File: config.mk
export PLATFORM = sky130hd
export DESIGN_NAME = mem_stage
export DESIGN_NICKNAME = d
export VERILOG_FILES = /design/src/rtl/mem_stage.sv
export SDC_FILE = /design/constraint.sdc
export NUM_CORES = 1
export LEC_CHECK = 0
export BUFFER_PORTS_ARGS = -buffer_cell sky130_fd_sc_hd__buf_2
export CAP_MARGIN = 20
export CORE_MARGIN = 5
export CORE_UTILIZATION = 50
export DETAILED_ROUTE_END_ITERATION = 7
export MAX_ROUTING_LAYER = met4
export PLACE_DENSITY = 0.87
export SYNTH_ARGS = -nofsm -noshare
export SYNTH_HDL_FRONTEND = slang
export SYNTH_SLANG_ARGS = --single-unit
File: constraint.sdc
create_clock -name clock -period 4.2 [get_ports clock]
set_input_delay 0.84 -clock clock [delete_from_list [all_inputs] [get_ports clock]]
set_output_delay 0.84 -clock clock [all_outputs]
set_load 0.01 [all_outputs]
File: src/rtl/mem_stage.sv
// Memory pipeline stage: two-state FSM (IDLE/WAIT) that issues data-memory requests and retires to WB.
// Optional MEM_TIMEOUT_EN adds a WAIT-cycle watchdog that aborts with mem_fault after TIMEOUT_CYCLES.
module mem_stage #(
  parameter int TIMEOUT_CYCLES = 16
) (
  input  logic        clock,
  input  logic        reset,
  input  logic        valid_in,
  input  logic        mem_read,
  input  logic        mem_write,
  input  logic [31:0] mem_addr,
  input  logic [31:0] data_in,
  input  logic [4:0]  rd_mem,
  output logic        stall,
  output logic        dmem_req,
  output logic        dmem_we,
  output logic [31:0] dmem_addr,
  output logic [31:0] dmem_wdata,
  input  logic [31:0] dmem_rdata,
  input  logic        dmem_ack,
  output logic        wb_valid,
  output logic [31:0] wb_data,
  output logic [4:0]  rd_wb,
  output logic        misalign,
  output logic        mem_fault,
  output logic        state_dbg
);

  typedef enum logic {IDLE = 1'b0, WAIT = 1'b1} state_t;

  state_t      state, state_n;
  logic        wb_valid_n, misalign_n, mem_fault_n, dmem_we_n;
  logic [31:0] wb_data_n, dmem_addr_n, dmem_wdata_n;
  logic [4:0]  rd_wb_n, rd_lat, rd_lat_n;

`ifdef MEM_TIMEOUT_EN
  localparam int CW = $clog2(TIMEOUT_CYCLES + 1);
  logic [CW-1:0] cnt, cnt_n;
`endif

  // Request is a pure decode of the state, so reset drops it on the same edge.
  assign stall     = (state == WAIT);
  assign dmem_req  = (state == WAIT);
  assign state_dbg = state;

  always_comb begin
    state_n      = state;
    wb_valid_n   = 1'b0;
    misalign_n   = 1'b0;
    mem_fault_n  = 1'b0;
    wb_data_n    = wb_data;
    rd_wb_n      = rd_wb;
    dmem_addr_n  = dmem_addr;
    dmem_we_n    = dmem_we;
    dmem_wdata_n = dmem_wdata;
    rd_lat_n     = rd_lat;
`ifdef MEM_TIMEOUT_EN
    cnt_n        = cnt;
`endif
    case (state)
      IDLE: begin
        if (valid_in) begin
          if (mem_read || mem_write) begin
            if (mem_addr[1:0] != 2'b00) begin
              wb_valid_n = 1'b1;
              misalign_n = 1'b1;
              wb_data_n  = 32'h0;
              rd_wb_n    = 5'd0;
            end else begin
              // mem_write wins when both are set: the entry is a store.
              state_n      = WAIT;
              dmem_addr_n  = mem_addr;
              dmem_we_n    = mem_write;
              dmem_wdata_n = data_in;
              rd_lat_n     = rd_mem;
`ifdef MEM_TIMEOUT_EN
              cnt_n        = '0;
`endif
            end
          end else begin
            wb_valid_n = 1'b1;
            wb_data_n  = mem_addr;
            rd_wb_n    = rd_mem;
          end
        end
      end
      WAIT: begin
        if (dmem_ack) begin
          state_n    = IDLE;
          wb_valid_n = 1'b1;
          if (dmem_we) begin
            wb_data_n = 32'h0;
            rd_wb_n   = 5'd0;
          end else begin
            wb_data_n = dmem_rdata;
            rd_wb_n   = rd_lat;
          end
        end
`ifdef MEM_TIMEOUT_EN
        else if (cnt == CW'(TIMEOUT_CYCLES - 1)) begin
          state_n     = IDLE;
          wb_valid_n  = 1'b1;
          mem_fault_n = 1'b1;
          wb_data_n   = 32'h0;
          rd_wb_n     = 5'd0;
        end else begin
          cnt_n = cnt + 1'b1;
        end
`endif
      end
      default: state_n = IDLE;
    endcase
  end

  always_ff @(posedge clock) begin
    if (!reset) begin
      state      <= IDLE;
      wb_valid   <= 1'b0;
      misalign   <= 1'b0;
      wb_data    <= 32'h0;
      rd_wb      <= 5'd0;
      dmem_addr  <= 32'h0;
      dmem_we    <= 1'b0;
      dmem_wdata <= 32'h0;
      rd_lat     <= 5'd0;
    end else begin
      state      <= state_n;
      wb_valid   <= wb_valid_n;
      misalign   <= misalign_n;
      wb_data    <= wb_data_n;
      rd_wb      <= rd_wb_n;
      dmem_addr  <= dmem_addr_n;
      dmem_we    <= dmem_we_n;
      dmem_wdata <= dmem_wdata_n;
      rd_lat     <= rd_lat_n;
    end
  end

`ifdef MEM_TIMEOUT_EN
  always_ff @(posedge clock) begin
    if (!reset) begin
      cnt       <= '0;
      mem_fault <= 1'b0;
    end else begin
      cnt       <= cnt_n;
      mem_fault <= mem_fault_n;
    end
  end
`else
  assign mem_fault = 1'b0;
  logic unused_fault;
  assign unused_fault = mem_fault_n;
`endif

endmodule

# Yosys cells after proc, flatten, opt, wreduce, memory -nomap -nowiden
# Cells that the tools add are included.
# word_totals
ff_bits,110
wordCells,44
out_inout_bits,108
n_memories,0
mem_bits_ro,0
latch_bits,0
mem_bits_rw,0
# op_classes
multipliers,0
n_div,0
muxes,22
n_reduce_logical,5
eq_ne,3
add_sub_neg,0
magnitude_cmp,0
bitwise,5
shift,0
# ops
cell,count
two-way mux 32 bit,5
case mux 32 bit (2 select lines),1
two-way mux 5 bit,5
case mux 5 bit (2 select lines),1
two-way mux 1 bit,8
NOT 1 bit,5
"!= test 2 bit, second input constant",2
case mux 1 bit (2 select lines),2
AND reduction 4 bit,1
OR reduction 4 bit,1
"!= test 3 bit, second input constant",1
AND reduction 3 bit,1
nonzero test 2 bit,1
logical OR 1 bit,1

# Logic depth before layout (Yosys ltp)
# depth
depth_word,5
depth_mapped,6
mapped_depth_nobuf,4

# Worst setup path after synthesis
# OpenSTA, ideal clock, no wires.
# synth_timing
kind,input to register
startpoint,input mem_addr[0]
endpoint,register wb_data[12]
arrival_ns,1.861
path_buffers,2
path_slack_ns,2.223
setup_ns,0.116
stages,5
path_cell_list,o311a_1 or2_1 buf_4 buf_6 o211a_1
# synth_between
elab_chain_len,3
# synth_lines
item,line,source
start: declaration,11,"input logic [31:0] mem_addr,"
nonzero test 2 bit,64,if (mem_addr[1:0] != 2'b00) begin
!= test 3 bit (no line),-,
AND reduction 3 bit (no line),-,
end signal: assignment,130,wb_data <= wb_data_n;
end: declaration,22,"output logic [31:0] wb_data,"
# No other way between the ends.
# A chain may end at the register's enable or synchronous reset.

# Final worst setup path
# layout_timing
startpoint,register state (netlist: dmem_req)
endpoint,register rd_wb[4]
# layout_between
elab_chain_len,3
elab_cells_between_ends,6
classes_between,eq/ne (3); mux (1); bitwise (1); reduce/logical (1)
# layout_lines
item,line,source
start: declaration,31,"state_t state, state_n;"
start signal: assignment,127,state <= state_n;
NOT 1 bit (no line),-,
!= test 3 bit (no line) or != test 2 bit (tied branches),-,
AND reduction 3 bit (no line),-,
end signal: assignment,131,rd_wb <= rd_wb_n;
end: declaration,23,"output logic [4:0] rd_wb,"
# Several ways; a longest one is shown, not always the timed one.

==> impl_metrics.ini <==
[status]
status = finished clean

[critical_path]
path_class = reg -> reg
critPathLaunchType = flip-flop
crit_end = rd_wb[4]$_SDFFE_PN0P_
regToRegSetupSlack_ns = 1.53
endpoint_kind = flip-flop
cp.arrival_ns = 2.96
cp_data_required_time_ns = 4.49
timing.rr.start = dmem_req$_SDFF_PN0_
crit_path_start = dmem_req$_SDFF_PN0_
r2r_end = rd_wb[4]$_SDFFE_PN0P_
critPathMaxFanout = 34
reg2reg_depth = 5

[sta]
hold_violations = 0
post-route-period-util = 0.637
drv_slew = 0
rsz0062_at_grt = false
finClkSkew_ns = 0.0150
fin_setup_tns_ns = 0
fmax_ghz = 0.374
max_slew_margin = 0.324
finalCriticalPeriod_ns = 2.67
setup_viol = 0
worstMarginPinSlew_ns = 1.01

[min_path]
min_from = dmem_wdata[26]$_SDFFE_PN0P_
worstHoldPathType = reg -> reg

[final_layout]
layout_commonest_cell = buf_2
final_cell_mix = 213 x buf_2, 141 x nand2_1, 110 x dfxtp_1
area_growth_pct = 27.1
final_cells = 793
fin_area_um2 = 5720
drive_above_1_share = 0.352
antennaDiodeCount = 0
nNetsFinal = 787

[power]
p_seq_frac = 0.551
powerDensity_nw_per_um2 = 356
p_int_uw = 1510
pwr-share-clk = 0.302
swShare = 0.260
p_switching_uw = 528
p_leak_uw = 0.00286
comb_power_share = 0.147
ir_worst_vdd_mv = 0.215

[route]
wl_um = 13200
first_iter_violations = 186
wl_per_cell_um = 16.6
dr.pass1.iters = 5
viasPerCell = 5.58
num_vias = 4422
postRouteAntennaNets = 0
drc = 0

[global_routing]
grt_pass1_vias = 4281
grt.met2_usage = 0.399
grt_max_degree = 69
grt_pass1_wl_um = 21200
grtUsageTotal = 0.235
antenna_found_initial = 0
grt_util_met3 = 0.0419
grt-busiest-layer = met2
grtUsageMet1 = 0.287
overflow = 0

[floorplan]
die_h_um = 105
rows = 34
coreArea_um2 = 8760
dieArea_um2 = 11000
die_w_um = 105
io_pins = 215
initial_core_util = 0.514

[clocking]
path_clk_slew_ns = 0.10
clk_path_buf_depth = 2
root_buffer = clkbuf_8
hold_buffers = 0
cts_num_sinks = 110
post_cts_buffers = 0
cts_tree = yes
cts_resized = 0
clock_latency_ns = 0.35
numCtsBuffers = 9
htreeDepth = 3

[yosys]
ys_warn_count = 0
synth_fp_nets = 608
ys_ff_latch = 110
synth_top_family_by_area = compound AO/OA/AOI/OAI gates
synthAdderAreaFrac = 0
yosys.area_share.simple = 0.146
ys_types = 26
syn_avg_cell_area_um2 = 8.99
synth_compound_area_frac = 0.308
yosysSeqAreaShare = 0.489
yosys.area.top_type = dfxtp_1
synthMuxAreaShare = 0
synth_xor_area_frac = 0
yosys.area.top_type_share = 0.489
synth_area_leaders = dfxtp_1 49%, nand2_1 12%, a21boi_1 11%, o211a_1 8.2%, a32oi_1 6.2%
syn_inst = 501
netlist_area_um2 = 4500

[placed_design]
gp_congestion = 0.798
portBuffers = 213
dp_cells = 777
dp_hpwl_um = 9380
place_area_um2 = 5530

[job]
max_cap_violations = 0
## power by group through the flow
stage                     logic, uW  registers [uW]  clock network, uW
after CTS                       301            1120                627
after global routing            328            1130                676
after global placement          291            1140                  0
final                           300            1120                614
after detailed placement        301            1140                  0
after floorplan                 142            1160                  0
## flip-flops by register name, indices dropped and copies added, names as in the netlist
name and count:
dmem_addr 32, dmem_req 1, dmem_wdata 32, dmem_we 1
misalign 1, rd_lat 5, rd_wb 5, wb_data 32
wb_valid 1
## cell usage after synthesis (all sizes together)
cell type,n
a21boi,68
a32oi,32
and2,3
and3,2
buf,22
clkbuf,32
conb,1
dfxtp,110
inv,1
nand2,141
nand2b,1
nand3b,5
nor2,1
nor2b,1
nor3,1
nor4,1
o211a,37
o21ai,34
o221ai,5
o311a,1
or2,1
or4,1
## per-stage QoR
stage | worst slack [ns] | util | hold slack (ns) | total power (uW)
after floorplan | 2.22 | - | 0.435 | 1310
after detailed placement | 1.40 | 0.631 | 0.446 | 1440
final | 1.53 | 0.653 | 0.455 | 2030
after global routing | 1.33 | 0.653 | 0.479 | 2130
after CTS | 1.52 | 0.653 | 0.458 | 2050
after global placement | 1.47 | 0.631 | 0.438 | 1430
## metal layers
layer  vias up  wire length, um
met1      2073             5240
met4         0              190
li1       2119                -
met3        17             1070
met5         -                0
met2       213             6690
## worst max-delay path, stage by stage (launching register included)
cell and delay (ns):
dfxtp_1 0.50, inv_2 0.54, o311a_1 0.33, or2_1 0.71
buf_4 0.35, o211a_1 0.16
## area by class of cell
| type | instances | area (um2) |
|---|---|---|
| clock buffers | 11 | 131 |
| clock inverters | 5 | 60.1 |
| fillers | 731 | 3040 |
| inverters | 1 | 3.75 |
| multi-input cells | 336 | 2050 |
| flip-flops and latches | 110 | 2200 |
| well taps | 108 | 135 |
| repair buffers | 222 | 1130 |
## worst min-delay path by stage
stage	endpoint	cells after the start
detailed placement	dmem_wdata[26]$_SDFFE_PN0P_	2
CTS	dmem_wdata[26]$_SDFFE_PN0P_	2
finish	dmem_wdata[26]$_SDFFE_PN0P_	2
global route	dmem_wdata[30]$_SDFFE_PN0P_	2
global placement	dmem_wdata[21]$_SDFFE_PN0P_	2
floorplan	rd_lat[0]$_SDFFE_PN0P_	2
## cell families after synthesis
group / Yosys count
buffers and inverters: 55
other: 1
AND/OR/NAND/NOR: 158
AO/OA/AOI/OAI: 177
flip-flops: 110
Power figures use the tool's default switching activity.
